### config.mk
export PLATFORM = sky130hd
export DESIGN_NAME = sram_frame_reader
export DESIGN_NICKNAME = d
export VERILOG_FILES = /design/src/rtl/sram_frame_reader.sv
export SDC_FILE = /design/constraint.sdc
export NUM_CORES = 1
export LEC_CHECK = 0
export BUFFER_PORTS_ARGS = -buffer_cell sky130_fd_sc_hd__buf_2
export CORE_MARGIN = 2
export CORE_UTILIZATION = 50
export CTS_CLUSTER_SIZE = 16
export DETAILED_ROUTE_END_ITERATION = 7
export PLACE_DENSITY = 0.77
export SETUP_SLACK_MARGIN = 0.02
export SLEW_MARGIN = 10
export SYNTH_ARGS = -nofsm -noshare
export SYNTH_HDL_FRONTEND = slang
export SYNTH_SLANG_ARGS = --single-unit
### constraint.sdc
create_clock -name clk -period 3.45 [get_ports clk]
set_input_delay 0.1725 -clock clk [delete_from_list [all_inputs] [get_ports clk]]
set_output_delay 0.1725 -clock clk [all_outputs]
set_load 0.1 [all_outputs]
### src/rtl/sram_frame_reader.sv
// Streams a frame of bytes from a synchronous-read SRAM port into a ready/valid stream.
// Optional feature: define SRAM_FRAME_READER_STALL_CNT_EN to add the 16-bit stall_cnt output.
module sram_frame_reader #(
    parameter int ADDR_WIDTH   = 10,
    parameter int DATA_WIDTH   = 8,
    parameter int READ_LATENCY = 3,
    parameter int FIFO_DEPTH   = 4
) (
    input  logic                  clk,
    input  logic                  rst,
    input  logic                  start,
    input  logic [ADDR_WIDTH-1:0] start_addr,
    input  logic [ADDR_WIDTH:0]   length,
    output logic                  busy,
    output logic                  done,
    output logic                  sram_csb1,
    output logic [ADDR_WIDTH-1:0] sram_addr1,
    input  logic [DATA_WIDTH-1:0] sram_dout1,
    output logic [DATA_WIDTH-1:0] m_data,
    output logic                  m_valid,
    output logic                  m_last,
    input  logic                  m_ready
`ifdef SRAM_FRAME_READER_STALL_CNT_EN
    ,
    output logic [15:0]           stall_cnt
`endif
);
    localparam int PW   = (FIFO_DEPTH > 1) ? $clog2(FIFO_DEPTH) : 1;
    localparam int CNTW = $clog2(FIFO_DEPTH + 1);
    localparam int CW   = $clog2(FIFO_DEPTH + READ_LATENCY + 2);
    localparam logic [ADDR_WIDTH:0]   LEN_ONE  = 1;
    localparam logic [ADDR_WIDTH-1:0] ADDR_ONE = 1;
    localparam logic [PW-1:0]         PTR_LAST = PW'(FIFO_DEPTH - 1);

    typedef enum logic [1:0] {IDLE, READ, DRAIN} state_t;

    state_t                  state_q;
    logic [ADDR_WIDTH:0]     len_q;
    logic [ADDR_WIDTH:0]     issued_q;
    logic [ADDR_WIDTH-1:0]   next_addr_q;
    logic [ADDR_WIDTH-1:0]   addr_q;
    logic                    csb_q;
    logic                    busy_q;
    logic                    done_zero_q;
    logic [READ_LATENCY-1:0] pipe_q;
    logic [READ_LATENCY-1:0] pipe_d;
    logic [READ_LATENCY-1:0] last_pipe_q;
    logic [READ_LATENCY-1:0] last_pipe_d;
    logic [DATA_WIDTH-1:0]   fifo_data_q [FIFO_DEPTH];
    logic                    fifo_last_q [FIFO_DEPTH];
    logic [PW-1:0]           rd_q;
    logic [PW-1:0]           wr_q;
    logic [CNTW-1:0]         count_q;
    logic [CNTW-1:0]         count_d;
    logic [CW-1:0]           inflight;
    logic                    push;
    logic                    pop;
    logic                    can_issue;
    logic                    issue_last;
    logic                    frame_done;

    function automatic logic [PW-1:0] ptr_inc(input logic [PW-1:0] p);
        return (p == PTR_LAST) ? '0 : p + PW'(1);
    endfunction

    // A new read is allowed only if every committed byte (in flight or buffered,
    // less the one leaving this cycle) still has a FIFO slot once it lands.
    always_comb begin
        pop      = (count_q != '0) && m_ready;
        push     = pipe_q[READ_LATENCY-1];
        inflight = CW'(count_q);
        for (int i = 0; i < READ_LATENCY; i++) begin
            inflight = inflight + CW'(pipe_q[i]);
        end
        can_issue   = (state_q == READ) && (issued_q < len_q) &&
                      ((inflight - CW'(pop)) < CW'(FIFO_DEPTH));
        issue_last  = (issued_q == len_q - LEN_ONE);
        frame_done  = (state_q == DRAIN) && pop && m_last;
        pipe_d      = pipe_q << 1;
        pipe_d[0]   = can_issue;
        last_pipe_d = last_pipe_q << 1;
        last_pipe_d[0] = can_issue && issue_last;
        count_d     = count_q + CNTW'(push) - CNTW'(pop);
    end

    always_ff @(posedge clk) begin
        if (rst) begin
            state_q     <= IDLE;
            len_q       <= '0;
            issued_q    <= '0;
            next_addr_q <= '0;
            addr_q      <= '0;
            csb_q       <= 1'b1;
            busy_q      <= 1'b0;
            done_zero_q <= 1'b0;
            pipe_q      <= '0;
            last_pipe_q <= '0;
            rd_q        <= '0;
            wr_q        <= '0;
            count_q     <= '0;
        end else begin
            pipe_q      <= pipe_d;
            last_pipe_q <= last_pipe_d;
            csb_q       <= !can_issue;
            done_zero_q <= 1'b0;
            count_q     <= count_d;
            if (push) begin
                wr_q <= ptr_inc(wr_q);
            end
            if (pop) begin
                rd_q <= ptr_inc(rd_q);
            end
            if (can_issue) begin
                addr_q      <= next_addr_q;
                next_addr_q <= next_addr_q + ADDR_ONE;
                issued_q    <= issued_q + LEN_ONE;
            end
            case (state_q)
                IDLE: begin
                    if (start) begin
                        len_q       <= length;
                        next_addr_q <= start_addr;
                        issued_q    <= '0;
                        if (length == '0) begin
                            done_zero_q <= 1'b1;
                        end else begin
                            state_q <= READ;
                            busy_q  <= 1'b1;
                        end
                    end
                end
                READ: begin
                    if (can_issue && issue_last) begin
                        state_q <= DRAIN;
                    end
                end
                DRAIN: begin
                    if (frame_done) begin
                        state_q <= IDLE;
                        busy_q  <= 1'b0;
                    end
                end
                default: state_q <= IDLE;
            endcase
        end
    end

    // Buffer storage needs no reset: occupancy alone decides what is visible.
    always_ff @(posedge clk) begin
        if (push) begin
            fifo_data_q[wr_q] <= sram_dout1;
            fifo_last_q[wr_q] <= last_pipe_q[READ_LATENCY-1];
        end
    end

    assign busy       = busy_q;
    assign done       = done_zero_q || frame_done;
    assign sram_csb1  = csb_q;
    assign sram_addr1 = addr_q;
    assign m_valid    = (count_q != '0);
    assign m_data     = m_valid ? fifo_data_q[rd_q] : '0;
    assign m_last     = m_valid && fifo_last_q[rd_q];

`ifdef SRAM_FRAME_READER_STALL_CNT_EN
    logic [15:0] stall_q;

    always_ff @(posedge clk) begin
        if (rst) begin
            stall_q <= '0;
        end else if ((state_q == IDLE) && start) begin
            stall_q <= '0;
        end else if (m_valid && !m_ready && (stall_q != 16'hFFFF)) begin
            stall_q <= stall_q + 16'd1;
        end
    end

    assign stall_cnt = stall_q;
`endif

endmodule

==> run summary <==
The flow ran to the end, and the final reports show no timing, DRC or antenna violations. The switching power of the nets came out at roughly 1.5 mW. The detail-routed net length per standard cell is between 15 and 20 um. The capturing point of the worst reg2reg path is issued_q[4]. met2 is the most crowded layer.

Clock tree synthesis inserted a total of 9 buffers. The cell area that synthesis handed to floorplanning was slightly below 5000 um^2. The floorplan row count is 36. The routed wire length came out at 10.5 mm. By area the synthesized netlist is led by dfxtp_1 25%, edfxtp_1 22%, ha_1 6.1%. The initial detailed-routing violation count came out at 160. Setup violations remaining at the end of the flow were counted as 0.

The number of routed nets with antenna violations came out at 0. The core region is 9640 um^2. Summing over every cut layer, the via total after detailed routing is 3891. After global routing the overflow that remains totals 0. CTS placed an instance of clkbuf_8 at the clock tree root. The minimum period implied by the final worst setup slack is roughly 3.2 ns. The final number of max-transition violations came out at 0.

At the end of routability-driven placement, the weighted congestion stood at about 0.85. The remaining design rule violation count is 0. The sink count of the clock tree is 98. Compared with the post-synthesis result, the final layout area differs by 13.1%.

The antenna diode instance count is 0. The worst-case clock skew came out at 0.0112 ns. The utilization of the core after routing came out at between 50% and 60%. The cell class contributing the biggest share of worst-path delay is simple AND/OR/NAND/NOR gates. The worst hold path begins at sram_dout1[0]. In this design, the critical path's most frequently occurring cell is nand2_1. The fraction of post-synthesis cell area in the top cell type by area is 25.3%. After synthesis, the netlist uses 53 different library cells.

Of the total power, the share spent switching nets is around 43%. The initial antenna violation count is 0. The relative slew slack is about 27%. The synthesized design spends more area on one cell type than any other, namely dfxtp_1. The critical path is of the reg2reg type. The warning count from the yosys run came out at 0. The instance count along the most critical hold path is 1. The horizontal extent of the die is around 100 um. The later pin in the worst-skew pair is clocked with a latency of 0.37 ns. The post-synthesis sequential area ratio is 47.4%. The die covers between 10000 and 15000 um^2. The clock transition at the registers of the reported paths is roughly 0.10 ns. The worst register-to-register path has a depth of 13. TritonCTS built the clock tree. The final hold violation count was 0. Yosys mapped a number of flops with a built-in enable equal to 36.

The cell count after synthesis is around 500. The min-delay analysis places its worst path in the category in2reg. Internal power comes to 2.05 mW. In this run the tool buffered the top-level ports with between 50 and 60 buffer cells. The met2 capacity usage during global routing came out at between 30% and 40%. The total leakage power came out at 2.06 nW. The global-route wire length before repair is ~17 mm.

Global routing used 20.5% of the available tracks. In this run the critical register-to-register path is launched from count_q[1]. The number of maximum-capacitance constraint violations came out at 0. The share of the clock period used by the worst path is about 94%. The number of register bits inferred by synthesis is slightly below 100. The post-route netlist has roughly a fifth of its cells at a drive strength greater than 1. After detailed routing, the number of vias per cell comes to approximately 5.7. The largest individual stage delay along the critical path comes from the cell or4_1. Detailed placement ended at an HPWL of roughly 7.3 mm. The worst setup path is launched from a flop. For this design the ratio of total power to cell area is 645 nW/um^2. The number of levels the H-tree was split into is 3. VDD sags by at most approximately 0.61 mV.

The net count of the finished layout came out at 605. The clock network fraction of total power came out at between 20% and 30%. The share of total power in sequential cells came out at between 30% and 40%. Setup repair after global routing left no endpoint under its margin. The worst setup path is captured at a flop. The starting density of the core is 50.8%. The die height is 103 um. The setup slack of the worst register-to-register path came out at approximately 0.22 ns. Each instance of the synthesized netlist takes up on average 9.92 um^2.

The met3 routing resource usage after global routing came out at about 3.5%. The logic gate share of total power came out at between 40% and 50%. The required time reported for the critical path endpoint is between 3 and 4 ns.

The critical path goes through or3_1 > nand2_1 > or2_2 > nand2_1 > fa_1 > ha_1 > a31o_2 > nor4_2 > buf_4 > o31ai_4 > buf_6 > or4_1 > a21oi_1. The net count of the mapped netlist is between 500 and 600. For this run, the top clock speed supported by timing is approximately 310 MHz. The main flop type after synthesis is dfxtp_1. The number of buffer and inverter instances along the worst setup path came out at 2.

The count of TritonRoute iterations in the first routing pass is 4. The number of buffers inserted for hold repair after clock tree synthesis is 0. STA puts the critical path data arrival time at between 3 and 4 ns. 56 I/O pins were placed. The maximum root-to-sink buffer count came out at 2. Of all nets on the critical path, the largest fanout is 11.

The accumulated negative setup slack came out at 0 ns. The transition at the pin with the smallest max-transition slack came out at approximately 1.1 ns. The via count of the first global-routing pass is 3735.

The share of synthesized registers carrying an async set or reset came out at 0%. The largest stage delay on the critical path is ~0.49 ns. For hold timing, the worst endpoint is fifo_data_q[2][0]. The met1 usage came out at between 20% and 30%. Entering global routing, the biggest net connects between 50 and 60 pins.
## worst max path at each step
stage                     cells past startpoint        from  slack [ns]            end
after floorplan                              12  count_q[1]        0.37   issued_q[10]
after global placement                       12  count_q[1]        0.20    issued_q[3]
after detailed placement                     12  count_q[1]        0.05    issued_q[4]
after CTS                                    12  count_q[1]        0.03    issued_q[4]
after global routing                         12  count_q[1]       0.004  sram_addr1[6]
final                                        13  count_q[1]        0.22    issued_q[4]
## registers in the layout, indices dropped and copies added (netlist names), named ones only
register,cells
sram_addr1,10
last_pipe_q,3
rd_q,2
busy,1
count_q,3
pipe_q,3
next_addr_q,10
wr_q,2
fifo_last_q,4
sram_csb1,1
len_q,11
state_q,2
fifo_data_q,32
issued_q,11
done_zero_q,1
## stage by stage
stage	instances	total power, mW	setup WS [ns]	hold WS, ns	area, um^2
floorplan	494	2.51	0.370	0.271	4900
global placement	664	2.76	0.203	0.388	5300
detailed placement	664	2.81	0.0469	0.394	5300
CTS	680	3.53	0.0296	0.0107	5500
global route	684	3.76	0.00445	0.0158	5540
finish	684	3.57	0.215	0.0166	5540
## metal layers
metal  routed length (um)  part of all wire [%]  vias to the layer above
met5                    0                     0                        -
met4                  105                   1.0                        0
met3                  381                   3.6                       10
met2                 5430                    52                       71
met1                 4550                    43                     1886
li1                     -                     -                     1924
## kinds of logic (layout without fill, tap and decap cells)
family,Yosys count,in the layout,share of synthesized area (%)
simple gates,188,188,20.6
compound gates,104,104,13.4
flops,98,98,47.4
buf+inv,52,109,4.44
fa+ha+maj,26,26,6.94
mux,14,14,5.16
xor+xnor,12,12,2.14
## area by class of cell
class,count,area (um^2)
Fill cell,859,4100
Multi-Input combinational cell,344,2380
Sequential cell,98,2320
Timing Repair Buffer,70,392
Tap cell,133,166
Clock buffer,10,128
Inverter,23,86.3
Clock inverter,6,65.1
## power by group through the flow
stage	sequential, mW	clock [mW]	combinational (mW)
3_3_place_gp	1.41	0	1.35
6_report	1.39	0.737	1.45
5_1_grt	1.40	0.794	1.56
4_1_cts	1.39	0.747	1.40
3_5_place_dp	1.41	0	1.40
2_1_floorplan	1.48	0	1.03
## placed cells by master (no fill, tap or decap), types with 10 or more instances in the layout
cell,count
a21oi_1,38
and2_1,17
xnor2_1,11
o21ai_0,22
edfxtp_1,36
or3_1,10
nor4_1,10
nand4_1,10
buf_2,55
buf_4,14
nand2_1,45
inv_1,23
nand3_1,33
dfxtp_1,62
nor2_1,19
ha_1,24
## synth_stat cells (4+ instances only)
library cell / number
dfxtp_1: 62
xnor2_1: 11
nand4_1: 10
nor3_1: 9
inv_1: 23
o211ai_1: 4
or3_1: 10
nor2_1: 19
ha_1: 24
a32o_1: 5
a31oi_1: 7
nor2b_1: 6
and3_1: 8
o31ai_1: 6
clkbuf_1: 20
nand2_1: 45
o21ai_0: 22
and2_1: 17
edfxtp_1: 36
nor4_1: 11
a21oi_1: 38
mux4_2: 9
mux2i_1: 5
nand2b_1: 6
nand3_1: 33
## what timing repair did
| action | in CTS | in global routing |
|---|---|---|
| buffers inserted | 0 | 4 |
| endpoints found under the setup margin | 0 | 28 |
| endpoints found under the hold margin | 0 | 0 |
| gates resized for setup | 0 | 4 |
No activity file was read; power rests on OpenSTA's default activity.
